$ cat config.mk
export PLATFORM = sky130hd
export DESIGN_NAME = ptt_sequencer
export DESIGN_NICKNAME = d
export VERILOG_FILES = /design/src/rtl/ptt_sequencer.sv
export SDC_FILE = /design/constraint.sdc
export NUM_CORES = 1
export LEC_CHECK = 0
export ABC_AREA = 1
export CORE_MARGIN = 3
export CORE_UTILIZATION = 55
export DETAILED_ROUTE_END_ITERATION = 8
export GPL_TIMING_DRIVEN = 0
export MAX_ROUTING_LAYER = met4
export PLACE_DENSITY_LB_ADDON = 0.1
export SYNTH_ARGS = -nofsm -noshare
export SYNTH_HDL_FRONTEND = slang
export SYNTH_SLANG_ARGS = --single-unit
$ cat constraint.sdc
create_clock -name CLK_12MHZ -period 1.9 [get_ports CLK_12MHZ]
set_input_delay 0.475 -clock CLK_12MHZ [delete_from_list [all_inputs] [get_ports CLK_12MHZ]]
set_output_delay 0.475 -clock CLK_12MHZ [all_outputs]
set_load 0.02 [all_outputs]
$ cat src/rtl/ptt_sequencer.sv
// PTT sequencer: synchronised/debounced PTT pin, T/R relay and TX enable sequencing FSM.
// Define PTT_TIMEOUT_EN to build the key-down timeout with LOCKOUT state.
module ptt_sequencer #(
   parameter int unsigned DEBOUNCE_CYCLES = 12000,
   parameter int unsigned TX_DELAY_CYCLES = 120000,
   parameter int unsigned RX_DELAY_CYCLES = 60000,
   parameter int unsigned TIMEOUT_TICKS   = 60000,
   parameter int unsigned MS_CYCLES       = 12000
) (
   input  logic       CLK_12MHZ,
   input  logic       nRESET,
   input  logic       OnBoard_nPTT,
   input  logic       sw_PTT,
   input  logic       PTT_enable,
   output logic       nPTT,
   output logic       TR_relay,
   output logic       TX_enable,
   output logic [2:0] state,
   output logic       timeout
);

   localparam int unsigned DEB_W   = (DEBOUNCE_CYCLES > 1) ? $clog2(DEBOUNCE_CYCLES) : 1;
   localparam int unsigned DLY_MAX = (TX_DELAY_CYCLES > RX_DELAY_CYCLES) ? TX_DELAY_CYCLES
                                                                         : RX_DELAY_CYCLES;
   localparam int unsigned DLY_W   = (DLY_MAX > 1) ? $clog2(DLY_MAX) : 1;

   typedef enum logic [2:0] {
      ST_RX      = 3'd0,
      ST_KEYUP   = 3'd1,
      ST_TX      = 3'd2,
      ST_UNKEY   = 3'd3,
      ST_LOCKOUT = 3'd4
   } state_e;

   logic             sync1_q, sync1_d;
   logic             sync2_q, sync2_d;
   logic             deb_q, deb_d;
   logic [DEB_W-1:0] deb_cnt_q, deb_cnt_d;
   logic             req_c;
   logic             nptt_q, nptt_d;
   state_e           state_q, state_d;
   logic [DLY_W-1:0] dly_cnt_q, dly_cnt_d;
   logic             lock_q, lock_d;
   logic             tr_relay_q, tr_relay_d;
   logic             tx_enable_q, tx_enable_d;
   logic             expire_c;

   // Two-flop synchroniser, then accept a new level only after it persists DEBOUNCE_CYCLES clocks
   always_comb begin
      sync1_d   = OnBoard_nPTT;
      sync2_d   = sync1_q;
      deb_d     = deb_q;
      deb_cnt_d = '0;
      if (sync2_q != deb_q) begin
         if (deb_cnt_q == DEB_W'(DEBOUNCE_CYCLES - 1)) begin
            deb_d = sync2_q;
         end else begin
            deb_cnt_d = deb_cnt_q + DEB_W'(1);
         end
      end
   end

   assign req_c  = ~deb_q | sw_PTT;
   assign nptt_d = ~req_c;

   // Sequencing FSM; the delay counter only ever runs to its terminal value, then clears
   always_comb begin
      state_d   = state_q;
      dly_cnt_d = '0;
      lock_d    = lock_q | expire_c;
      unique case (state_q)
         ST_RX: begin
            lock_d = 1'b0;
            if (req_c && PTT_enable) begin
               state_d = ST_KEYUP;
            end
         end
         ST_KEYUP: begin
            if (expire_c || !req_c || !PTT_enable) begin
               state_d = ST_UNKEY;
            end else if (dly_cnt_q == DLY_W'(TX_DELAY_CYCLES - 1)) begin
               state_d = ST_TX;
            end else begin
               dly_cnt_d = dly_cnt_q + DLY_W'(1);
            end
         end
         ST_TX: begin
            if (expire_c || !req_c || !PTT_enable) begin
               state_d = ST_UNKEY;
            end
         end
         ST_UNKEY: begin
            // Re-assertion of req is ignored here; re-keying only happens from RX
            if (dly_cnt_q == DLY_W'(RX_DELAY_CYCLES - 1)) begin
               state_d = lock_q ? ST_LOCKOUT : ST_RX;
            end else begin
               dly_cnt_d = dly_cnt_q + DLY_W'(1);
            end
         end
         ST_LOCKOUT: begin
            if (!req_c) begin
               state_d = ST_RX;
            end
         end
         default: begin
            state_d = ST_RX;
         end
      endcase
   end

   assign tr_relay_d  = (state_d == ST_KEYUP) || (state_d == ST_TX) || (state_d == ST_UNKEY);
   assign tx_enable_d = (state_d == ST_TX);

   always_ff @(posedge CLK_12MHZ or negedge nRESET) begin
      if (!nRESET) begin
         sync1_q     <= 1'b1;
         sync2_q     <= 1'b1;
         deb_q       <= 1'b1;
         deb_cnt_q   <= '0;
         nptt_q      <= 1'b1;
         state_q     <= ST_RX;
         dly_cnt_q   <= '0;
         lock_q      <= 1'b0;
         tr_relay_q  <= 1'b0;
         tx_enable_q <= 1'b0;
      end else begin
         sync1_q     <= sync1_d;
         sync2_q     <= sync2_d;
         deb_q       <= deb_d;
         deb_cnt_q   <= deb_cnt_d;
         nptt_q      <= nptt_d;
         state_q     <= state_d;
         dly_cnt_q   <= dly_cnt_d;
         lock_q      <= lock_d;
         tr_relay_q  <= tr_relay_d;
         tx_enable_q <= tx_enable_d;
      end
   end

`ifdef PTT_TIMEOUT_EN
   localparam int unsigned MS_W   = (MS_CYCLES > 1) ? $clog2(MS_CYCLES) : 1;
   localparam int unsigned TICK_W = (TIMEOUT_TICKS > 1) ? $clog2(TIMEOUT_TICKS) : 1;

   logic [MS_W-1:0]   ms_cnt_q, ms_cnt_d;
   logic [TICK_W-1:0] tick_cnt_q, tick_cnt_d;
   logic              timeout_q, timeout_d;

   // ms prescaler and key-down tick counter; frozen outside KEYUP/TX, cleared in RX
   always_comb begin
      ms_cnt_d   = ms_cnt_q;
      tick_cnt_d = tick_cnt_q;
      expire_c   = 1'b0;
      if (state_q == ST_RX) begin
         ms_cnt_d   = '0;
         tick_cnt_d = '0;
      end else if ((state_q == ST_KEYUP) || (state_q == ST_TX)) begin
         if (ms_cnt_q == MS_W'(MS_CYCLES - 1)) begin
            ms_cnt_d = '0;
            if (tick_cnt_q == TICK_W'(TIMEOUT_TICKS - 1)) begin
               expire_c = 1'b1;
            end else begin
               tick_cnt_d = tick_cnt_q + TICK_W'(1);
            end
         end else begin
            ms_cnt_d = ms_cnt_q + MS_W'(1);
         end
      end
   end

   assign timeout_d = (state_d == ST_LOCKOUT);

   always_ff @(posedge CLK_12MHZ or negedge nRESET) begin
      if (!nRESET) begin
         ms_cnt_q   <= '0;
         tick_cnt_q <= '0;
         timeout_q  <= 1'b0;
      end else begin
         ms_cnt_q   <= ms_cnt_d;
         tick_cnt_q <= tick_cnt_d;
         timeout_q  <= timeout_d;
      end
   end

   assign timeout = timeout_q;
`else
   localparam int unsigned unused_timeout_cfg = MS_CYCLES + TIMEOUT_TICKS;
   assign expire_c = 1'b0;
   assign timeout  = 1'b0;
`endif

   assign nPTT      = nptt_q;
   assign TR_relay  = tr_relay_q;
   assign TX_enable = tx_enable_q;
   assign state     = state_q;

endmodule
---- Word-level counts from Yosys, hierarchy flattened ----
Cells that the tools add are included.
storage, ports and cells
  flip-flop bits (word level) ............. 40
  input port bits ......................... 5
  output and inout port bits .............. 7
  word-level logic and storage cells ...... 46
operators by class
  add/sub/neg operators ................... 2
  equal/unequal tests ..................... 11
  multiplexer cells ....................... 13
  bitwise gates (word level) .............. 3
  reductions and logical operators ........ 8
operators with widths
  kind                   count
  $mux 17                3
  $pmux 17 s2            1
  $mux 14                2
  $mux 3                 6
  $add 17x1->17 const B  1
  $eq 17x16->1 const B   1
  $eq 17x17->1 const B   1
  $pmux 3 s5             1
  $add 14x1->14 const B  1
  $eq 14x14->1 const B   1
  $eq 3x2->1 const B     4
  $eq 3x1->1 const B     2
  $eq 3x3->1 const B     1
  $logic_not 3->1        1
  $logic_or 1x1->1       3
  $logic_not 1->1        2
  $not 1->1              2
  $reduce_and 2->1       1
  $logic_and 1x1->1      1
  $ne 1x1->1             1
  $or 1x1->1             1

---- Depth between registers and ports, before layout ----
Gate-level depths: netlist of run 1.
  word-level depth ........................ 9
  gate-level depth with buffers ........... 10
  gate-level depth less buffers ........... 10

---- Least setup slack after synthesis of run 1 ----
No wires, ideal clock.
  kind .................................... flip-flop to flip-flop
  start ................................... register dly_cnt_q[0]
  end ..................................... register dly_cnt_q[2]
  setup time .............................. 0.121 ns
  arrival time ............................ 1.239 ns
  data required time ...................... 1.779 ns
  slack ................................... 0.540 ns
  cell stages (with the launch flop) ...... 10
  path buffers ............................ 1
  period minus slack after synthesis ...... 1.360 ns
  path through ............................ dfrtp_1 ha_1 nand3_2 nor2_2 nand3_1 nand2_2 nand2_4 inv_6 buf_12 nor2_2
between the ends
  longest elaborated chain between the ends .. 4
  elaborated cells on any way between the ends .. 7
  those cells by class .................... add/sub: 1; eq/ne: 2; mux: 4
RTL lines
  element                                        RTL line    RTL
  start, declared                                42          logic [DLY_W-1:0] dly_cnt_q, dly_cnt_d;
  start signal, assigned                         133         dly_cnt_q <= dly_cnt_d;
  $add 17x1->17 or $eq 17x17->1 (tied branches)  84, 97, 81
  $mux 17                                        81          end else if (dly_cnt_q == DLY_W'(TX_DELAY_CYCLES - 1)) begin
  $mux 17                                        79          if (expire_c || !req_c || !PTT_enable) begin
  $pmux 17 s2 *                                  71          unique case (state_q)
  net dly_cnt_d[2]                               42
The timed path passes the listed nets; every way through them passes the cells marked *.
A chain may end at the register's enable or synchronous reset.

---- Worst setup path in the final report of run 1 ----
  start ................................... register state_q[0], in the netlist state[0]
  end ..................................... output state[0]
RTL lines
  element                 RTL line  RTL
  start, declared         41        state_e state_q, state_d;
  start signal, assigned  132       state_q <= state_d;
  end, declared           18        output logic [2:0] state,
No word-level cell between the ends.

==> out/summary.txt, run 1 <==
Status = finished clean
Hold Violations, Final = 0
Avg Vias per Cell = 5.05
Post-CTS Hold Fix Bufs = 0
Hold Crit Class = in -> async
CP peak stage delay = 0.64 ns
Mapped cell area = 0.00220 mm^2
Die Wd = 69.2 um
Synth Area in XOR/XNOR = 5.58%
Layout cell share with drive strength beyond 1 = 18.0%
Largest net degree at the start of global routing = 41
Max frequency = 0.544 GHz
Final setup margin = 0.0606 ns
Cell leakage power = 0.00107 uW
Site Rows = 22
CTS tree = yes
First-pass GRT wire length = 7490 um
Synthesized net count = 273
CTS Buffer Depth = 2
Worst Skew = 0.00880 ns
Tot GR Track Use = 19.7%
CP delay by family, top = buffers and inverters
Post-CTS Repair Setup Buffers = 0
Power Density = 933 mW/mm^2
CORE AREA = 0.00374 mm^2
Clk_lat worst skew = 0.29 ns
WL/cell = 11.9 um
Yosys top cell area share = 41.0%
Yosys top cell by area = dfrtp_1
Worst slack at placement = 0.130 ns
Final Cycle Share = 96.8%
# Max-Cap Violations = 0
Cells along the critical path = clkdlybuf4s50_1
Measured slew at the worst slew-check pin = 0.845 ns
Post-synthesis mux area share = 0%
Post-Synth Adder-Cell Area = 1.14%
Diode count = 0
Clock sinks = 40
Port Buffers = 10
Detailed Route Iter0 Violations = 185
Endpoint class of the critical path = primary output
CP max stage cell = clkdlybuf4s50_1
CP Class = reg -> out
Area Overhead vs Synth = 12.2%
Placed cells = 324
Hold slack = 0.286 ns
Pre-Repair DR Iteration Count = 4
Slew Limit Headroom = 43.7%
Synth cell types = 30
Sequential area share after synthesis = 45.8%
Crit path arrival time = 1.36 ns
Cell Area, Placed = 0.00235 mm^2
# setup viols final = 0
Die area = 0.00479 mm^2
Largest family of logic cells by synthesized area = simple AND/OR/NAND/NOR gates
#FFs+latches synth = 40
Via count = 1678
Final Max Slew Viols = 0
Non-Filler Instances = 332
Drc violations = 0
Die Y = 69.2 um
Simple-gate area share of the yosys netlist = 36.1%
YS warnings = 0
Clock buffer count from CTS = 5
Cells after Synth = 266
Grt ovf = 0
CP Max Fanout = 6
Clk slew on worst S/H paths = 0.08 ns
Final net count = 290
Maximum VDD drop = 0.654 mV
Mean Syn Cell Area = 8.26 um^2
Drt total wl = 3970 um
Root buf cell = clkbuf_8
H-tree levels = 2
Post-detailed-route count of antenna-violating nets = 0
RSZ-0062 raised after global routing = no
Final Cell Area = 0.00246 mm^2
Initial Util = 58.7%
Initial antenna violation count = 0
CP Data Required Time = 1.42 ns
HPWL Detailed = 2890 um
Io pins = 12
CTS-repair resized insts = 0
Vias in the first global route = 1693
Top cells by area, synth = dfrtp_1 (41%), nand2_1 (7.5%), nor2_1 (6.2%)
Worst path buffer plus inverter count = 1
Critical Path Source Type = register
Routability cong. = 0.880
Compound-Gate Fraction of Synth Area = 3.70%
Min Tclk post-route = 1.84 ns
flip-flops by register name, indices dropped and copies added (netlist names):
register,count
deb_cnt_q,14
sync2_q,1
dly_cnt_q,17
TX_enable,1
TR_relay,1
state,3
deb_q,1
sync1_q,1
nPTT,1
layout make-up:
class	instances	area, um^2
Fill cell	331	1280
Inverter	35	136
Tap cell	48	60.1
Timing Repair Buffer	10	100
Buffer	2	27.5
Multi-Input combinational cell	189	1030
Clock buffer	6	72.6
Clock inverter	2	35.0
Sequential cell	40	1010
metrics by stage:
stage                     TNS, ns  util (%)  total power, uW
after floorplan                 0         -             1470
after global placement     -22.16      62.9             1640
after detailed placement        0      62.8             1640
after CTS                       0      65.7             2330
after global routing            0      65.8             2450
final                           0      65.8             2300
logic make-up after synthesis:
family	after synthesis
adder cells (fa/ha/maj)	2
XOR/XNOR	14
AND/OR/NAND/NOR	157
AO/OA/AOI/OAI	15
buffers and inverters	37
flip-flops	40
other	1
synthesized netlist by cell type:
library cell   n
nor3b_2        1
xor2_1        12
nor4_1         2
nand2_2        5
nor2_2        16
inv_1         32
ha_1           2
nand2_1       44
and2_2         1
nand4_1        6
o21bai_1       1
inv_6          1
nor3_1        13
a21oi_1        6
inv_2          2
nand3_2        4
nand2_4        1
nand3_1       20
buf_4          1
o21ai_0        6
nor3b_1        2
conb_1         1
o21ai_1        1
buf_12         1
nor3_2         6
a41oi_1        1
dfstp_2        4
dfrtp_1       36
xnor2_1        2
nor2_1        36
worst paths after layout:
kind,from,endpoint,slack [ns],cells past startpoint
setup / recovery,state[0]$_DFF_PN0_,state[0],0.06,1
hold / removal,nRESET,dly_cnt_q[10]$_DFF_PN0_,0.29,1
setup reg to reg,dly_cnt_q[0]$_DFF_PN0_,dly_cnt_q[3]$_DFF_PN0_,0.36,9
hold reg to reg,sync1_q$_DFF_PN1_,sync2_q$_DFF_PN1_,0.36,0
max in group asynchronous,nRESET,dly_cnt_q[0]$_DFF_PN0_,1.08,1
min in group CLK_12MHZ,sync1_q$_DFF_PN1_,sync2_q$_DFF_PN1_,0.36,0
power breakdown:
part           leakage, uW  total, uW  internal, uW  switching, uW
logic             0.000489        621           256            365
clock network    0.0000552        684           390            294
registers         0.000528        994           924           70.2
layer usage:
layer | up-vias | wire (um) | track usage (%)
met4 | 0 | 63 | 6.94
met5 | - | 0 | -
met3 | 8 | 139 | 5.07
met1 | 757 | 1940 | 25.2
li1 | 890 | - | -
met2 | 23 | 1820 | 30.4
placed cells by master (no fill, tap or decap), types with 6 or more instances in the layout:
| master | instances |
|---|---|
| nand2_1 | 44 |
| inv_1 | 32 |
| xor2_1 | 12 |
| nor3_1 | 13 |
| dfrtp_1 | 36 |
| o21ai_0 | 6 |
| clkdlybuf4s50_1 | 7 |
| nand3_1 | 20 |
| a21oi_1 | 6 |
| nor2_2 | 16 |
| nand4_1 | 6 |
| nor3_2 | 6 |
| nor2_1 | 36 |
(Power assumes the default switching activity.)
==> run 2, diff against run 1 <==
- ABC_AREA: 1 -> unset
- REMOVE_ABC_BUFFERS: unset -> 1
==> run 2 against run 1 <==
  * Core utilization up 2.6 points
  * Power is 27% lower
  * Sequential share of layout area rose by 5.2 points
  * Critical path type is now reg -> reg
  * Die area fell by 10%
  * Via count is 16% lower
  * Area after synthesis fell by 11%
  * Largest cell class is now flip-flops and latches
  * Non-clock buffer count is 1 higher
==> out/summary.txt, run 2 <==
Status = finished clean
Synth top cells by count = nor2_1 (42), dfrtp_1 (36), xor2_1 (14)
Clock sinks = 40
YS warnings = 0
Die Y = 65.5 um
Count leader, synth = nor2_1
Tot GR Track Use = 19.2%
Fin Setup TNS = 0 ns
WL/cell = 13.9 um
# setup viols final = 0
Critical Path Source Type = register
Max FFs per register = 17
Mapped cell area = 0.00195 mm^2
Worst Skew = 0.00615 ns
Vias in the first global route = 1374
Port Buffers = 10
Final Max Slew Viols = 0
Io pins = 12
Hold Crit Class = in -> async
Die area = 0.00429 mm^2
Layout cell share with drive strength beyond 1 = 14.7%
Cell leakage power = 0.000974 uW
CP Class = reg -> reg
Largest net degree at the start of global routing = 41
Post-synth top flop = dfrtp_1
Final net count = 217
Power Density = 765 mW/mm^2
Grt ovf = 0
CTS Buffer Depth = 2
Cells after Synth = 195
#FFs+latches synth = 40
Maximum VDD drop = 0.591 mV
Reg with most FFs = dly_cnt_q
Drt total wl = 3550 um
Initial antenna violation count = 0
# Max-Cap Violations = 0
Measured slew at the worst slew-check pin = 0.842 ns
First-pass GRT wire length = 6130 um
Site Rows = 20
Most used cell, CP = nor2_1
Area Overhead vs Synth = 12.6%
Routability cong. = 0.802
Via count = 1407
Hold Violations, Final = 0
Ys async rst share = 100%
CORE AREA = 0.00320 mm^2
CP max stage cell = or4b_2
Cells along the critical path = and4_2 -> or4b_2 -> nor2_1 -> xnor2_1 -> nor2_1
Endpoint class of the critical path = register
Detailed Route Iter0 Violations = 111
CP Data Required Time = 2.15 ns
Max frequency = 0.554 GHz
Fillers = 263
Root buf cell = clkbuf_4
Die Wd = 65.5 um
HPWL Detailed = 2290 um
Initial Util = 60.8%
Clk_lat worst skew = 0.35 ns
Min Tclk post-route = 1.81 ns
Sequential area share after synthesis = 51.7%
H-tree levels = 2
Diode count = 0
CP peak stage delay = 0.65 ns
Avg Vias per Cell = 5.52
Yosys top cell by area = dfrtp_1
Synth cell types = 39
Top cells by area, synth = dfrtp_1 (46%), nor2_1 (8.1%), xor2_1 (6.3%)
Final total power = 1680 uW
CP Max Fanout = 4
Worst path buffer plus inverter count = 0
Clock buffer count from CTS = 5
Post-detailed-route count of antenna-violating nets = 0
Final Cycle Share = 95.0%
Drc violations = 0
Most frequent cells in the layout = nor2_1 (42), dfrtp_1 (34), xor2_1 (14), nand2_1 (13), xnor2_1 (13)
CTS tree = yes
Clk slew on worst S/H paths = 0.11 ns
Slew Limit Headroom = 43.9%
CP delay by family, top = simple AND/OR/NAND/NOR gates
Crit path arrival time = 2.05 ns
Pre-Repair DR Iteration Count = 4
EDFF count, synth = 0
Yosys top cell area share = 46.3%
Commonest non-fill, non-tap cell in the layout = nor2_1
Mean Syn Cell Area = 9.98 um^2
-- run 2: changes by cell type in the layout (fill, tap and decap cells not counted), sizes merged, moves of 4 or more --
cell         delta
and3            +6
dlygate4sd2     +4
inv            -29
nand2          -37
nand3          -15
nand4b          +4
nor2           -10
nor3           -16
o21ai           -5
xnor2          +11
-- run 2: area by class of cell --
cell class / instances / area [um^2] / share of cell area, %
Inverter: 6 / 22.5 / 1.03
Tap cell: 44 / 55.1 / 2.51
Clock inverter: 2 / 10.0 / 0.457
Multi-Input combinational cell: 144 / 932 / 42.5
Clock buffer: 6 / 51.3 / 2.34
Sequential cell: 40 / 1010 / 46.0
Timing Repair Buffer: 13 / 113 / 5.14
-- run 2: worst paths after layout --
path,slack (ns),endpoint,cells past startpoint,from
worst min register to register,0.36,sync2_q$_DFF_PN1_,0,sync1_q$_DFF_PN1_
worst max register to register,0.09,dly_cnt_q[15]$_DFF_PN0_,5,dly_cnt_q[3]$_DFF_PN0_
worst max-delay path,0.09,dly_cnt_q[15]$_DFF_PN0_,5,dly_cnt_q[3]$_DFF_PN0_
worst min-delay path,0.21,deb_cnt_q[7]$_DFF_PN0_,1,nRESET
max in group asynchronous,1.10,dly_cnt_q[6]$_DFF_PN0_,1,nRESET
min in group CLK_12MHZ,0.36,sync2_q$_DFF_PN1_,0,sync1_q$_DFF_PN1_
-- run 2: cells by family (layout without fill, tap and decap cells) --
family / count (synthesis) / after routing / share of synthesized area, %
flip-flops: 40 / 40 / 51.7
multiplexers: 1 / 1 / 0.578
other: 1 / 1 / 0.193
buffers and inverters: 13 / 27 / 3.92
AO/OA/AOI/OAI: 11 / 13 / 3.86
XOR/XNOR: 27 / 27 / 12.1
adder cells (fa/ha/maj): 2 / 2 / 1.29
AND/OR/NAND/NOR: 100 / 100 / 26.4
-- run 2: report_power, final --
group	internal, uW	switching (uW)	leakage, uW
registers	937	118	0.000511
clock network	176	267	0.0000380
logic	84.1	95.0	0.000425
total	1200	480	0.000974
-- run 2: per-layer routing --
layer  vias to the layer above  GRT usage, %  share of wire, %  routed length (um)
li1                        696             -                 -                   -
met1                       678          23.2                46                1630
met2                        26          31.1                49                1750
met3                         7          4.62               3.0                 107
met4                         0          7.77               1.8                  64
met5                         -             -                 0                   0
-- run 2: stage by stage --
stage	area, um^2	util (%)	std cells	hold slack (ns)	setup slack [ns]
final	2190	68.4	255	0.211	0.0948
after detailed placement	2040	63.8	242	0.348	-0.418
after global placement	2050	63.9	242	0.346	-0.505
after CTS	2180	67.9	254	0.242	0.0657
after global routing	2190	68.4	255	0.272	-0.00403
after floorplan	1890	-	188	0.179	-0.0540
-- run 2: timing repair --
item / 4_1_cts / 5_1_grt
buffers inserted: 2 / 1
hold buffers: 0 / 0
pin swaps: 2 / 1
cloned: 2 / 0
resized for setup: 9 / 4
setup endpoints to repair: 21 / 15
==> run 3, diff against run 2 <==
- CAP_MARGIN: unset -> 10
- CORE_ASPECT_RATIO: unset -> 1.4
==> run 3 against run 2 <==
  * Register-to-register slack worse by 0.03 ns
  * Largest cell class unchanged
  * Worst hold slack gained 0.059 ns
  * Die area is 0.24% higher
  * Core utilization grew 0.54 points
  * Count of clock-buffer cells in the layout grew 1
  * Clock skew up 0.0017 ns
  * Sequential power barely moved
  * Largest power group unchanged
  * Sequential share of layout area decreased by 0.98 points
  * Wire length grew 3.1%
  * Critical path depth stayed put
  * Cell count shrank 1.6%
  * Clock power increased by 32%
==> out/summary.txt, run 3 (same netlist as run 2, synthesis figures left out) <==
Status = finished clean
Placed cells = 237
CP Max Fanout = 7
Tot GR Track Use = 19.1%
Final Max Slew Viols = 0
Min Tclk post-route = 1.84 ns
Die Y = 76.4 um
Io pins = 12
Post-detailed-route count of antenna-violating nets = 0
Endpoint class of the critical path = register
CTS tree = yes
Worst Skew = 0.00782 ns
Slew Limit Headroom = 44.8%
H-tree levels = 2
Routability cong. = 0.804
WL/cell = 14.6 um
Commonest non-fill, non-tap cell in the layout = nor2_1
Drt total wl = 3660 um
Met2 GRT Util = 29.6%
CP Class = reg -> reg
Largest net degree at the start of global routing = 41
Final Cycle Share = 96.6%
Grt ovf = 0
Fillers = 252
Critical Path Source Type = register
CP peak stage delay = 0.70 ns
CORE AREA = 0.00324 mm^2
Layout cell share with drive strength beyond 1 = 14.2%
Worst path buffer plus inverter count = 0
Met3 Track Usage GR = 5.08%
Clk_lat worst skew = 0.30 ns
Hold Violations, Final = 0
CTS Buffer Depth = 2
Non-Filler Instances = 251
Reg with most FFs = dly_cnt_q
# Max-Cap Violations = 0
Pre-Repair DR Iteration Count = 4
Cells along the critical path = nand4_1 -> or4b_2 -> nor2_1 -> xnor2_1 -> nor2_1
CP delay by family, top = simple AND/OR/NAND/NOR gates
Clock sinks = 40
Maximum VDD drop = 0.769 mV
Worst slack at placement = -0.466 ns
Met1 Use GR = 22.7%
HPWL Detailed = 2310 um
Drc violations = 0
Power Density = 812 mW/mm^2
Final net count = 218
Max frequency = 0.545 GHz
Cell leakage power = 0.00102 uW
Final setup margin = 0.0647 ns
Hold Crit Class = in -> async
CP Data Required Time = 2.09 ns
Die Wd = 56.3 um
RSZ-0062 raised after global routing = yes
Most frequent cells in the layout = nor2_1 (42), dfrtp_1 (35), xor2_1 (14), nand2_1 (13), xnor2_1 (13)
# setup viols final = 0
Site Rows = 24
Detailed Route Iter0 Violations = 43
Gr busiest metal = met2
Avg Vias per Cell = 5.78
Diode count = 0
Crit path arrival time = 2.02 ns
Clk slew on worst S/H paths = 0.08 ns
CP max stage cell = or4b_2
Clock buffer count from CTS = 5
Area Overhead vs Synth = 14.9%
Port Buffers = 10
Max FFs per register = 17
Measured slew at the worst slew-check pin = 0.828 ns
First-pass GRT wire length = 6230 um
Root buf cell = clkbuf_8
Vias in the first global route = 1375
Initial antenna violation count = 0
Initial Util = 60.0%
Via count = 1452
Die area = 0.00430 mm^2
Most used cell, CP = nor2_1
run 3: routing by layer:
| layer | part of all wire [%] | routed length (um) |
|---|---|---|
| met1 | 42 | 1560 |
| met3 | 3.3 | 119 |
| met5 | 0 | 0 |
| met4 | 2.9 | 106 |
| met2 | 51 | 1880 |
run 3: power breakdown:
group	internal [uW]	switching, uW	leakage (uW)	total [uW]
registers	933	121	0.000512	1050
clock network	295	291	0.0000445	585
logic	83.7	94.9	0.000459	179
run 3: what timing repair did:
| item | 4_1_cts | 5_1_grt |
|---|---|---|
| setup buffers | 1 | 3 |
| pin swaps | 2 | 2 |
| gates cloned | 1 | 1 |
| resized for setup | 8 | 4 |
| hold endpoints to repair | 0 | 0 |
| endpoints found under the setup margin | 21 | 34 |
| hold buffers | 0 | 0 |
run 3: final timing paths:
path	from	slack [ns]	to	cells past startpoint
min in group CLK_12MHZ	sync1_q$_DFF_PN1_	0.36	sync2_q$_DFF_PN1_	0
setup reg to reg	dly_cnt_q[6]$_DFF_PN0_	0.06	dly_cnt_q[15]$_DFF_PN0_	5
hold reg to reg	sync1_q$_DFF_PN1_	0.36	sync2_q$_DFF_PN1_	0
max in group asynchronous	nRESET	1.06	state[2]$_DFF_PN0_	1
setup / recovery	dly_cnt_q[6]$_DFF_PN0_	0.06	dly_cnt_q[15]$_DFF_PN0_	5
hold / removal	nRESET	0.27	deb_cnt_q[8]$_DFF_PN0_	1
run 3: layout make-up:
class / instances / area (um^2) / share of cell area (%)
tap: 39 / 48.8 / 2.18
multi-input combinational: 144 / 937 / 41.9
clock buffer: 7 / 86.3 / 3.86
inverter: 6 / 22.5 / 1.01
sequential: 40 / 1010 / 45.0
clock inverter: 1 / 7.51 / 0.336
timing repair buffer: 14 / 128 / 5.70
run 3: worst register-to-register path, stage by stage (launching register included):
cell	delay [ns]
dfrtp_1	0.48
nand4_1	0.20
or4b_2	0.70
nor2_1	0.16
xnor2_1	0.13
nor2_1	0.05
run 3: metrics by stage:
step / hold slack [ns] / util (%) / instance area [um^2] / setup TNS, ns / power [uW]
after global routing: 0.347 / 69.0 / 2240 / -0.0782 / 1930
final: 0.270 / 69.0 / 2240 / 0 / 1820
after global placement: 0.349 / 63.0 / 2040 / -25.36 / 1230
after floorplan: 0.179 / - / 1890 / -0.873 / 1170
after CTS: 0.300 / 67.4 / 2190 / 0 / 1840
after detailed placement: 0.348 / 62.8 / 2040 / -7.64 / 1240
